--- src/rtl/riscv_pkg.sv ---
// Shared RV32I definitions used by fetch and decode: opcodes, the canonical NOP,
// and the fetch-stage state and slot types.
package riscv_pkg;

   localparam logic [31:0] NOP_INST = 32'h0000_0013;   // addi x0,x0,0

   localparam logic [6:0] OP_IMM = 7'b0010011;
   localparam logic [6:0] LUI    = 7'b0110111;
   localparam logic [6:0] AUIPC  = 7'b0010111;
   localparam logic [6:0] OP     = 7'b0110011;
   localparam logic [6:0] JAL    = 7'b1101111;
   localparam logic [6:0] JALR   = 7'b1100111;
   localparam logic [6:0] BRANCH = 7'b1100011;
   localparam logic [6:0] LOAD   = 7'b0000011;
   localparam logic [6:0] STORE  = 7'b0100011;

   typedef enum logic {
      FETCH = 1'b0,
      DRAIN = 1'b1
   } fetch_state_t;

   typedef struct packed {
      logic [31:0] inst;
      logic [31:0] pc;
   } fetch_slot_t;

   function automatic logic [31:0] word_align(input logic [31:0] addr);
      return {addr[31:2], 2'b00};
   endfunction

endpackage

--- src/rtl/fetch_skid.sv ---
// One-entry holding buffer for a fetched {inst, pc} pair that the decoder could
// not take yet.
module fetch_skid
   import riscv_pkg::*;
(
   input  logic        clk,
   input  logic        reset,
   input  logic        load,
   input  logic        unload,
   input  logic        flush,
   input  fetch_slot_t din,
   output fetch_slot_t dout,
   output logic        valid
);

   always_ff @(posedge clk or posedge reset) begin
      if (reset) begin
         valid <= 1'b0;
      end else if (flush) begin
         valid <= 1'b0;
      end else if (load) begin
         valid <= 1'b1;
      end else if (unload) begin
         valid <= 1'b0;
      end
   end

   // NOTE: the payload is only ever read while valid is set, so it carries no reset.
   always_ff @(posedge clk) begin
      if (load && !flush) begin
         dout <= din;
      end
   end

endmodule

--- src/rtl/fetch_unit.sv ---
// RV32I instruction fetch: owns the PC, handshakes with instruction memory and
// hands one {instruction, pc} per cycle to the decoder, with skid and redirect.
module fetch_unit #(
   parameter logic [31:0] RESET_PC = 32'h0000_0000,
   parameter logic [31:0] NOP_INST = 32'h0000_0013
) (
   input  logic        clk,
   input  logic        reset,
   output logic        imem_req,
   output logic [31:0] imem_addr,
   input  logic        imem_ack,
   input  logic [31:0] imem_rdata,
   input  logic        stall,
   input  logic        redirect,
   input  logic [31:0] redirect_pc,
   output logic [31:0] instruccion,
   output logic [31:0] pc_out,
   output logic        inst_valid,
   output logic        misaligned_err
);

   import riscv_pkg::*;

   fetch_state_t state, state_nxt;
   logic [31:0]  pc, pc_nxt;
   logic [31:0]  pending_pc, pending_pc_nxt;
   logic [31:0]  target;

   logic         consume;
   logic         accept;
   logic         skid_valid;
   logic         skid_load;
   logic         skid_unload;
   fetch_slot_t  skid_din;
   fetch_slot_t  skid_dout;

   assign target    = word_align(redirect_pc);
   assign imem_addr = pc;

   // A pending request keeps req high; a full skid is the only thing that drops it.
   assign imem_req = !reset && ((state == DRAIN) || !skid_valid);

   assign consume     = inst_valid && !stall;
   assign accept      = imem_req && imem_ack && !redirect && (state == FETCH);
   assign skid_load   = accept && inst_valid && !consume;
   assign skid_unload = consume && skid_valid;
   assign skid_din    = '{inst: imem_rdata, pc: pc};

   fetch_skid u_skid (
      .clk    (clk),
      .reset  (reset),
      .load   (skid_load),
      .unload (skid_unload),
      .flush  (redirect),
      .din    (skid_din),
      .dout   (skid_dout),
      .valid  (skid_valid)
   );

   always_comb begin
      // NOTE: every output of this block gets a default first, so no path can infer a latch.
      state_nxt      = state;
      pc_nxt         = pc;
      pending_pc_nxt = pending_pc;

      if (redirect) begin
         if (imem_req && !imem_ack) begin
            // The old request must still complete; remember where to go afterwards.
            state_nxt      = DRAIN;
            pending_pc_nxt = target;
         end else begin
            state_nxt = FETCH;
            pc_nxt    = target;
         end
      end else if (state == DRAIN) begin
         if (imem_ack) begin
            state_nxt = FETCH;
            pc_nxt    = pending_pc;
         end
      end else if (accept) begin
         pc_nxt = pc + 32'd4;
      end
   end

   always_ff @(posedge clk or posedge reset) begin
      // NOTE: all state uses non-blocking assignment so every flop sees pre-edge values.
      if (reset) begin
         state      <= FETCH;
         pc         <= RESET_PC;
         pending_pc <= RESET_PC;
      end else begin
         state      <= state_nxt;
         pc         <= pc_nxt;
         pending_pc <= pending_pc_nxt;
      end
   end

   always_ff @(posedge clk or posedge reset) begin
      if (reset) begin
         instruccion    <= NOP_INST;
         pc_out         <= '0;
         inst_valid     <= 1'b0;
         misaligned_err <= 1'b0;
      end else begin
         misaligned_err <= redirect && (redirect_pc[1:0] != 2'b00);

         if (redirect) begin
            inst_valid  <= 1'b0;
            instruccion <= NOP_INST;
         end else if (accept && (!inst_valid || consume)) begin
            instruccion <= imem_rdata;
            pc_out      <= pc;
            inst_valid  <= 1'b1;
         end else if (skid_unload) begin
            instruccion <= skid_dout.inst;
            pc_out      <= skid_dout.pc;
            inst_valid  <= 1'b1;
         end else if (consume) begin
            inst_valid  <= 1'b0;
            instruccion <= NOP_INST;
         end
      end
   end

endmodule

--- config.mk ---
export PLATFORM = sky130hd
export DESIGN_NAME = fetch_unit
export DESIGN_NICKNAME = d
export VERILOG_FILES = /design/src/rtl/riscv_pkg.sv /design/src/rtl/fetch_skid.sv /design/src/rtl/fetch_unit.sv
export SDC_FILE = /design/constraint.sdc
export NUM_CORES = 1
export LEC_CHECK = 0
export BUFFER_PORTS_ARGS = -buffer_cell sky130_fd_sc_hd__buf_2
export CAP_MARGIN = 20
export CORE_ASPECT_RATIO = 0.6
export CORE_UTILIZATION = 55
export DETAILED_ROUTE_END_ITERATION = 8
export PLACE_DENSITY_LB_ADDON = 0.3
export SLEW_MARGIN = 25
export SYNTH_ARGS = -nofsm -noshare
export SYNTH_HDL_FRONTEND = slang
export SYNTH_SLANG_ARGS = --single-unit
--- constraint.sdc ---
create_clock -name clk -period 4.2 [get_ports clk]
set_input_delay 0.21 -clock clk [delete_from_list [all_inputs] [get_ports clk]]
set_output_delay 0.21 -clock clk [all_outputs]
set_load 0.01 [all_outputs]
==> impl_metrics.ini <==
[logic_synthesis]
seq_area_frac_synth_pct = 58.9
async_reset_ff_share_pct = 67.0
ys_warn_count = 0
syn_inst = 701
syn-cell-area_mm2 = 0.00852
synth_common_cells = dfrtp_1 (123), mux2_2 (90), nand2_1 (69)
synth_edf_count = 62
yosysTopAreaCell = dfrtp_1
synth_most_common_cell = dfrtp_1
ys.flop_type = dfrtp_1
ys_ff_latch = 188
synth_area_per_cell_um2 = 12.2
synth_area_leaders = dfrtp_1 (36%), edfxtp_1 (22%), mux2_2 (12%)
synth_top_area_share_pct = 36.1
synth_cell_types = 61

[finish]
syn2layout_area_growth_pct = 22.5
regArea_mm2 = 0.00502
fin_nets = 959
final_area_mm2 = 0.0104
antenna_cells = 0
fill_cells = 1066
drive_gt1_share_pct = 35.4
multiInputGateArea_mm2 = 0.00326

[floorplanning]
design.die.area_mm2 = 0.0160
die_h_um = 98.4
start_util_pct = 57.5
fp.coreArea_mm2 = 0.0148
die-width_um = 163
fp-row-count = 34
io_pins = 168

[grt]
antenna_found_initial = 0
grt_overflow = 0
grt_pass1_wl_mm = 35.6
grt_pass1_vias = 6677
grt_usage_pct = 28.9
grt_max_degree = 63

[route]
firstDrtPassIters = 5
drt_iter0_markers = 620
num_vias = 6656
drc = 0
wire_per_inst_um = 20.4
wirelength_mm = 22.5
vias_per_cell = 6.05
detail-route-antenna-nets = 0

[timing]
finalHoldViolCount = 0
timing.slew.headroom_pct = 41.3
fin_crit_ns = 2.73
setup_viol = 0
rsz0062_at_grt = false
finalCritPeriodShare_pct = 65.1
finalMaxSlewViolations = 0
skew_ns = 0.0159
max_freq_mhz = 366
setup_tns_ns = 0
tightest_slew_ns = 0.880

[place]
port_buffers = 163
finalWeightedCongestion = 0.866
place_area_mm2 = 0.00953
hpwl_mm = 14.7

[clock_tree]
clk_pin_slew_ns = 0.08
clk_latency_ns = 0.43
cts_buffers = 17
ctsResizeCount = 0
tritoncts = built
cts_max_path_buffers = 2
h-tree-depth = 4
clock_sinks = 188
ctsRootBufferMaster = clkbuf_16

[worst_setup_path]
critPathLaunchType = input pin
worstPathRequired_ns = 4.45
cp_slowest_stage_delay_ns = 0.69
crit_path_top_delay_cell = a21oi_4
arrival_ns = 2.98
critical_path_class = in2reg
path_cells = dlygate4sd3_1 -> buf_2 -> nor2_1 -> nand3_1 -> a21oi_4 -> buf_12 -> buf_4 -> mux2i_1 -> o21ai_0
r2r_cells = 8
endpoint_kind = flip-flop
crit_fanout = 26

[power_and_ir_drop]
total_power_uw = 4650
p_per_area_mw_per_mm2 = 446
peakVddDrop_uv = 251
leakage_uw = 0.00439

[min_path]
hold-path-cell-count = 2
holdCritPathClass = in2reg

[flow_run]
maxCapViolCount = 0

[run_status]
status = completed
==> logic make-up after synthesis <==
logic type | synth area share [%]
AO/OA/AOI/OAI | 12.8
XOR/XNOR | 0.103
adder cells (fa/ha/maj) | 0.147
buffers and inverters | 3.54
flip-flops | 58.9
multiplexers | 15.0
other | 0.0440
AND/OR/NAND/NOR | 9.50
==> registers in the layout, summed over array words and instances, names as in the netlist <==
signal / flops
pending_pc: 30
pc_out: 30
inst_valid: 1
instruccion: 32
u_skid.valid: 1
state: 1
misaligned_err: 1
u_skid.dout: 62
imem_addr: 30
==> cell usage in the layout (no fill, tap or decap), types with 4 or more instances in the layout <==
cell type      Yosys  routed
nor2_1            26      25
buf_4              9      13
conb_1             1       4
and4_1             5       5
nand2b_1           5       5
a22o_1             4       4
a22oi_1           12      12
dfrtp_1          123     123
inv_1             13      12
nand2_1           69      69
and3_1             7       7
a21oi_1           37      36
and2_1             4       4
nand3_1           15      15
mux2i_1           26      26
nand4_1            6       6
edfxtp_1          62      62
o31ai_1            5       5
nor4_1             4       4
clkbuf_16          0      17
o21ai_1            6       4
buf_2             10     163
o21ai_0           53      53
nor3_1             9       9
mux2_2            90      90
or3_1              5       5
o21a_1             9       9
dlygate4sd3_1      0      35
==> worst paths after layout <==
check / startpoint / endpoint / slack, ns
max in group asynchronous: reset / imem_addr[2] / 2.69
setup reg to reg: state / instruccion[14] / 1.47
hold / removal: redirect_pc[13] / pending_pc[13] / 0.02
min in group asynchronous: reset / pending_pc[27] / 0.41
setup / recovery: reset / instruccion[14] / 1.47
hold reg to reg: instruccion[4] / instruccion[4] / 0.47
==> critical path: cells and delay by family <==
kind | cells | cell delay (ns)
compound gates | 2 | 0.85
buf+inv | 4 | 1.23
mux | 1 | 0.21
simple gates | 2 | 0.45
==> report_power, final <==
group / switching (uW) / leakage (uW) / total [uW] / internal (uW)
combinational: 409 / 0.00201 / 776 / 367
clock: 764 / 0.000270 / 1540 / 779
sequential: 232 / 0.00211 / 2330 / 2100
==> stage by stage <==
stage	utilization (%)	hold WS, ns	setup WS (ns)	std cells
CTS	70.4	0.00168	1.49	1099
global route	70.5	0.0105	1.32	1100
finish	70.5	0.0201	1.47	1100
detailed placement	64.4	0.313	1.51	1033
global placement	64.4	0.301	1.60	1033
floorplan	-	0.276	0.296	704
==> metal layers <==
layer | vias to the layer above | track usage, % | wire length [um]
met3 | 39 | 6.84 | 1760
met1 | 3325 | 40.2 | 9980
met2 | 295 | 44.8 | 10300
li1 | 2997 | - | -
met5 | - | 0 | 0
met4 | 0 | 9.92 | 432
==> layout make-up <==
class	count	area share (%)
flip-flops and latches	188	48.1
multi-input cells	456	31.2
repair buffers	213	12.5
clock buffers	17	4.08
well taps	198	2.37
clock inverters	15	1.26
inverters	13	0.491
==> repair_timing <==
item / in CTS / in global routing
hold buffers: 34 / 1
endpoints found under the hold margin: 65 / 1
setup buffers: 0 / 0
Power figures use the tool's default switching activity.
